`config.mk`:
```
export PLATFORM = sky130hd
export DESIGN_NAME = mem_stage
export DESIGN_NICKNAME = d
export VERILOG_FILES = /design/src/rtl/mem_stage_pkg.sv /design/src/rtl/mem_wb.sv /design/src/rtl/mem_stage.sv
export SDC_FILE = /design/constraint.sdc
export NUM_CORES = 1
export LEC_CHECK = 0
export ABC_AREA = 1
export BUFFER_PORTS_ARGS = -buffer_cell sky130_fd_sc_hd__buf_2
export CORE_MARGIN = 2
export CORE_UTILIZATION = 49
export DETAILED_ROUTE_END_ITERATION = 7
export GPL_TIMING_DRIVEN = 0
export PLACE_DENSITY = 0.81
export SLEW_MARGIN = 20
export SYNTH_ARGS = -nofsm -noshare
export SYNTH_HDL_FRONTEND = slang
export SYNTH_HIERARCHICAL = 1
export SYNTH_SLANG_ARGS = --single-unit
```
`constraint.sdc`:
```
create_clock -name clk -period 2 [get_ports clk]
set_input_delay 0.1 -clock clk [delete_from_list [all_inputs] [get_ports clk]]
set_output_delay 0.1 -clock clk [all_outputs]
set_load 0.02 [all_outputs]
```
`src/rtl/mem_stage_pkg.sv`:
```
// Shared Y86 constants, memory-stage FSM states and icode classifiers.
// Imported by mem_stage and mem_wb.
package mem_stage_pkg;

  localparam int WORD   = 32;
  localparam int NIBBLE = 4;

  localparam logic [3:0] IHALT   = 4'h0;
  localparam logic [3:0] INOP    = 4'h1;
  localparam logic [3:0] IRMMOVL = 4'h4;
  localparam logic [3:0] IMRMOVL = 4'h5;
  localparam logic [3:0] ICALL   = 4'h8;
  localparam logic [3:0] IRET    = 4'h9;
  localparam logic [3:0] IPUSHL  = 4'hA;
  localparam logic [3:0] IPOPL   = 4'hB;

  localparam logic [3:0] RNONE = 4'hF;

  localparam logic [2:0] SAOK = 3'd1;
  localparam logic [2:0] SHLT = 3'd2;
  localparam logic [2:0] SADR = 3'd3;

  typedef enum logic [1:0] {
    S_IDLE,
    S_ACCESS,
    S_DONE
  } mem_state_e;

  function automatic logic is_read(input logic [3:0] ic);
    return (ic == IMRMOVL) || (ic == IPOPL) || (ic == IRET);
  endfunction

  function automatic logic is_write(input logic [3:0] ic);
    return (ic == IRMMOVL) || (ic == IPUSHL) || (ic == ICALL);
  endfunction

endpackage

```
`src/rtl/mem_wb.sv`:
```
// W pipeline register: loads on load=1, resets to a NOP bubble.
// valM has its own enable so non-reads keep the previous value.
module mem_wb
  import mem_stage_pkg::*;
#(
  parameter int WORD_W = 32
) (
  input  logic              clk,
  input  logic              rst,
  input  logic              load,
  input  logic              load_valm,
  input  logic [3:0]        d_icode,
  input  logic [WORD_W-1:0] d_valE,
  input  logic [WORD_W-1:0] d_valM,
  input  logic [3:0]        d_dstE,
  input  logic [3:0]        d_dstM,
  input  logic [2:0]        d_stat,
  output logic [3:0]        wb_icode,
  output logic [WORD_W-1:0] wb_valE,
  output logic [WORD_W-1:0] wb_valM,
  output logic [3:0]        wb_dstE,
  output logic [3:0]        wb_dstM,
  output logic [2:0]        wb_stat
);

  always_ff @(posedge clk) begin
    if (rst) begin
      wb_icode <= INOP;
      wb_valE  <= '0;
      wb_valM  <= '0;
      wb_dstE  <= RNONE;
      wb_dstM  <= RNONE;
      wb_stat  <= SAOK;
    end else if (load) begin
      wb_icode <= d_icode;
      wb_valE  <= d_valE;
      wb_dstE  <= d_dstE;
      wb_dstM  <= d_dstM;
      wb_stat  <= d_stat;
      if (load_valm)
        wb_valM <= d_valM;
    end
  end

endmodule

```
`src/rtl/mem_stage.sv`:
```
// Y86 memory stage: req/ack data-memory access FSM, stall, W register.
// Ports: M-stage inputs, dmem_* bus, m_stall, m_valM, wb_* outputs.
module mem_stage
  import mem_stage_pkg::*;
#(
  parameter int WORD_W  = 32,
  parameter int TIMEOUT = 255
) (
  input  logic              clk,
  input  logic              rst,
  input  logic [3:0]        mem_icode,
  input  logic [WORD_W-1:0] mem_valA,
  input  logic [WORD_W-1:0] mem_valP,
  input  logic [WORD_W-1:0] mem_valE,
  input  logic [3:0]        mem_dstE,
  input  logic [3:0]        mem_dstM,
  output logic              dmem_req,
  output logic              dmem_we,
  output logic [WORD_W-1:0] dmem_addr,
  output logic [WORD_W-1:0] dmem_wdata,
  input  logic              dmem_ack,
  input  logic              dmem_err,
  input  logic [WORD_W-1:0] dmem_rdata,
  output logic              m_stall,
  output logic [WORD_W-1:0] m_valM,
  output logic [3:0]        wb_icode,
  output logic [WORD_W-1:0] wb_valE,
  output logic [WORD_W-1:0] wb_valM,
  output logic [3:0]        wb_dstE,
  output logic [3:0]        wb_dstM,
  output logic [2:0]        wb_stat
);

  localparam logic [7:0] TO_LAST = 8'(TIMEOUT - 1);

  mem_state_e        state, state_d;
  logic [7:0]        timer;
  logic              err_flag;
  logic              rd, wr, need, timed_out;
  logic [WORD_W-1:0] addr_sel, wdata_sel;
  logic [2:0]        stat_d;

  always_comb begin
    rd        = is_read(mem_icode);
    wr        = is_write(mem_icode);
    need      = rd | wr;
    addr_sel  = (mem_icode == IPOPL || mem_icode == IRET)
              ? mem_valA : mem_valE;
    wdata_sel = (mem_icode == ICALL) ? mem_valP : mem_valA;
    // timer counts completed ACCESS cycles; this is the last allowed one
    timed_out = (timer >= TO_LAST);
    m_stall   = need & (state != S_DONE);
    if (err_flag && state == S_DONE)
      stat_d = SADR;
    else if (mem_icode == IHALT)
      stat_d = SHLT;
    else
      stat_d = SAOK;
  end

  always_comb begin
    state_d = state;
    unique case (state)
      S_IDLE:   if (need) state_d = S_ACCESS;
      S_ACCESS: if (dmem_ack || timed_out) state_d = S_DONE;
      S_DONE:   state_d = S_IDLE;
      default:  state_d = S_IDLE;
    endcase
  end

  always_ff @(posedge clk) begin
    if (rst) begin
      state      <= S_IDLE;
      dmem_req   <= 1'b0;
      dmem_we    <= 1'b0;
      dmem_addr  <= '0;
      dmem_wdata <= '0;
      m_valM     <= '0;
      timer      <= '0;
      err_flag   <= 1'b0;
    end else begin
      state <= state_d;
      unique case (state)
        S_IDLE: if (need) begin
          dmem_req   <= 1'b1;
          dmem_we    <= wr;
          dmem_addr  <= addr_sel;
          dmem_wdata <= wdata_sel;
          timer      <= '0;
          err_flag   <= 1'b0;
        end
        S_ACCESS: if (dmem_ack) begin
          dmem_req <= 1'b0;
          err_flag <= dmem_err;
          if (!dmem_we)
            m_valM <= dmem_rdata;
        end else if (timed_out) begin
          dmem_req <= 1'b0;
          err_flag <= 1'b1;
        end else if (timer != 8'hFF) begin
          timer <= timer + 8'd1;
        end
        default: ;
      endcase
    end
  end

  mem_wb #(.WORD_W(WORD_W)) u_wb (
    .clk       (clk),
    .rst       (rst),
    .load      (!m_stall),
    .load_valm (rd),
    .d_icode   (mem_icode),
    .d_valE    (mem_valE),
    .d_valM    (m_valM),
    .d_dstE    (mem_dstE),
    .d_dstM    (mem_dstM),
    .d_stat    (stat_d),
    .wb_icode  (wb_icode),
    .wb_valE   (wb_valE),
    .wb_valM   (wb_valM),
    .wb_dstE   (wb_dstE),
    .wb_dstM   (wb_dstM),
    .wb_stat   (wb_stat)
  );

endmodule

```
==> impl_metrics.csv <==
group,metric,value,unit
route,antenna_left,0,
timing,setup_viol,0,
grt,overflow,0,
clocking,insertion_delay,0.43,ns
synthesis,synthFlopType,"dfxtp_1",
layout,final_layout_size_suffix_gt1_share,25.54,%
placed_design,place.gp.congestion,0.9106,
die,core_area,16000,um^2
layout,fin_area,11300,um^2
synthesis,syn_area_per_cell,6.831,um^2
die,pin_count,322,
layout,register_area,3764,um^2
critical_path,cp.arrival,2.25,ns
clocking,cts_tree,"yes",
synthesis,syn_inst,1180,
critical_path,crit_fanout,10,
route,drtPass1Iterations,7,
route,vias,9458,
grt,grt_pass1_wl,44320,um
synthesis,synth_fp_nets,1326,
power,max-vdd-ir-drop,0.0006392,V
timing,drv_slew,0,
grt,antenna_found_initial,3,
critical_path,r2r_end,"dmem_we$_SDFFE_PP0P_",
clocking,root_buffer,"clkbuf_16",
clocking,post_cts_buffers,0,
clocking,numCtsBuffers,17,
layout,area_growth,40.25,%
worst_hold_path,hold_class,"primary input to register",
critical_path,crit-reg2reg-launch,"state[1]$_SDFFE_PP0P_",
grt,grtUsageTotal,31.50,%
critical_path,start_kind,"register",
worst_hold_path,worst_hold_path.endpoint,"dmem_addr[22]$_SDFFE_PP0P_",
timing,fin_skew,0.01231,ns
layout,layout_common_cells,"340 x nand2_1, 339 x buf_2, 220 x nor2_1, 188 x dfxtp_1, 126 x nand3_1",
synthesis,synth-seq-cells,188,
synthesis,ys_warn_count,6,
layout,layout_commonest_cell,"nand2_1",
synthesis,async_flop_share,0,%
flow_run,drv_cap,0,
worst_hold_path,holdPathStages,5,
synthesis,synth_edf_count,0,
critical_path,critPathKind,"register to register",
die,initial_utilization,50.38,%
worst_hold_path,hp-start,"mem_valA[22]",
timing,fmax,0.5305,GHz
placed_design,placed_cell_area,9937,um^2
timing,slew-limit-headroom,61.15,%
layout,multi_input_area,3661,um^2
power,power.leakage,5.852,nW
route,vias_per_cell,5.171,
placed_design,dp_hpwl,20530,um
route,drc_errors,0,
timing,setup_tns,0,ns
synthesis,yosysSeqAreaShare,46.69,%
grt,grt_start_max_net_pins,19,
layout,fill_cells,1322,
timing,hold_viol,0,
clocking,htreeDepth,4,
route,wl_per_cell,15.58,um
route,detail_route.wirelength,28500,um
timing,fin_crit,1.885,ns
timing,period_share,94.25,%
status,status,"completed",
die,die_h,132.3,um
clocking,clkTransAtPathRegs,0.07,ns
critical_path,endpoint_kind,"register",
timing,worst_slew_pin_slew,0.5827,ns
critical_path,rrSetupSlack,0.12,ns
critical_path,cp.required,2.36,ns
power,power.density,859.0,nW/um^2
synthesis,netlist_area,8060,um^2
die,rows,46,
clocking,cts_max_path_buffers,2,
synthesis,yosysUniqueCellTypes,27,
clocking,cts_sinks,188,
critical_path,worstRegToRegCells,5,
route,first_iter_violations,572,
layout,final_nets,1742,
grt,grt_pass1_vias,8865,
die,die-area,17490,um^2
placed_design,port_buffers,321,
die,fp.dieW,132.3,um
timing,rsz0062_at_grt,"false",
## timing repair
action / in CTS / in global routing
hold buffers: 76 / 0
endpoints found under the setup margin: 0 / 8
gates resized for setup: 0 / 2
endpoints found under the hold margin: 76 / 0
## through the flow
stage / cells / utilization (%) / setup WS (ns) / hold slack, ns / power, mW
global placement: 1717 / 62.11 / -0.2966 / 0.3124 / 6.194
global route: 1828 / 70.64 / 0.0004952 / 0.04660 / 10.12
detailed placement: 1717 / 62.11 / -0.3072 / 0.3174 / 6.226
CTS: 1825 / 70.55 / 0.09794 / 0.02757 / 9.696
floorplan: 1180 / - / 0.3333 / 0.2263 / 5.476
finish: 1829 / 70.65 / 0.1150 / 0.04669 / 9.710
## cell usage after synthesis (2+ instances only)
cell | count | area share (%)
nand2_2 | 3 | 0.23
o21ai_0 | 73 | 4.5
buf_2 | 19 | 1.2
nand4_1 | 2 | 0.16
dfxtp_1 | 188 | 47
buf_1 | 7 | 0.33
nor2_4 | 2 | 0.28
buf_4 | 9 | 0.84
ha_1 | 2 | 0.31
nor2_1 | 220 | 10
clkbuf_1 | 35 | 1.6
o21bai_1 | 2 | 0.19
nand2_1 | 340 | 16
inv_2 | 8 | 0.37
a21oi_1 | 74 | 4.6
inv_1 | 47 | 2.2
nor3b_1 | 2 | 0.19
nand3_1 | 126 | 7.8
buf_6 | 10 | 1.4
o21ai_1 | 2 | 0.12
nor2_2 | 3 | 0.23
## layout make-up
type,instances,area share (%)
Antenna cell,4,0.08854
Timing Repair Buffer,397,20.94
Tap cell,216,2.391
Multi-Input combinational cell,857,32.39
Clock inverter,14,1.339
Inverter,55,1.826
Sequential cell,188,33.29
Buffer,80,3.852
Clock buffer,18,3.885
## cells by family after synthesis
logic type | share of synthesized area [%]
other cells | 0.04652
compound gates | 9.531
buf+inv | 7.932
fa+ha+maj | 0.3104
flops | 46.69
simple gates | 35.49
## flip-flops by register name (all words and copies together), names as in the netlist
register	cells
u_wb/wb_dstM	4
dmem_addr	32
u_wb/wb_stat	3
dmem_we	1
timer	8
u_wb/wb_valE	32
dmem_req	1
u_wb/wb_icode	4
u_wb/wb_dstE	4
err_flag	1
u_wb/wb_valM	32
state	2
dmem_wdata	32
m_valM	32
## power by group
| part | switching [mW] | total (mW) | leakage, nW | internal, mW |
|---|---|---|---|---|
| Clock | 1.58 | 3.39 | 0.291 | 1.81 |
| Sequential | 0.172 | 4.21 | 1.54 | 4.04 |
| Combinational | 1.35 | 2.11 | 4.02 | 0.757 |
| Total | 3.11 | 9.71 | 5.85 | 6.60 |
## worst max-delay path by stage
stage	startpoint	end	slack, ns	cells after the start
2_1_floorplan	mem_icode[1]	u_wb/wb_valE[11]$_SDFFE_PP0P_	0.33	14
3_3_place_gp	mem_icode[2]	u_wb/wb_valM[29]$_SDFFE_PP0P_	-0.30	14
3_5_place_dp	mem_icode[2]	u_wb/wb_valE[15]$_SDFFE_PP0P_	-0.31	15
4_1_cts	state[1]$_SDFFE_PP0P_	u_wb/wb_valE[15]$_SDFFE_PP0P_	0.1	8
5_1_grt	timer[0]$_SDFFE_PP0P_	timer[4]$_SDFFE_PP0P_	0.0005	10
6_report	state[1]$_SDFFE_PP0P_	dmem_we$_SDFFE_PP0P_	0.12	5
## worst max-delay path, stage by stage, from the launching register on
cell and delay [ns]:
dfxtp_1 0.37, nor2_2 0.28, buf_4 0.24, clkbuf_1 0.43, o21ai_0 0.30, a21oi_1 0.20
## metal layers
layer	track usage, %	wire (um)	part of all wire [%]
met1	37.07	11250	39
met4	18.04	1733	6.1
met3	7.920	2241	7.9
met2	52.37	13270	47
met5	0	0	0
Power figures use the tool's default switching activity.
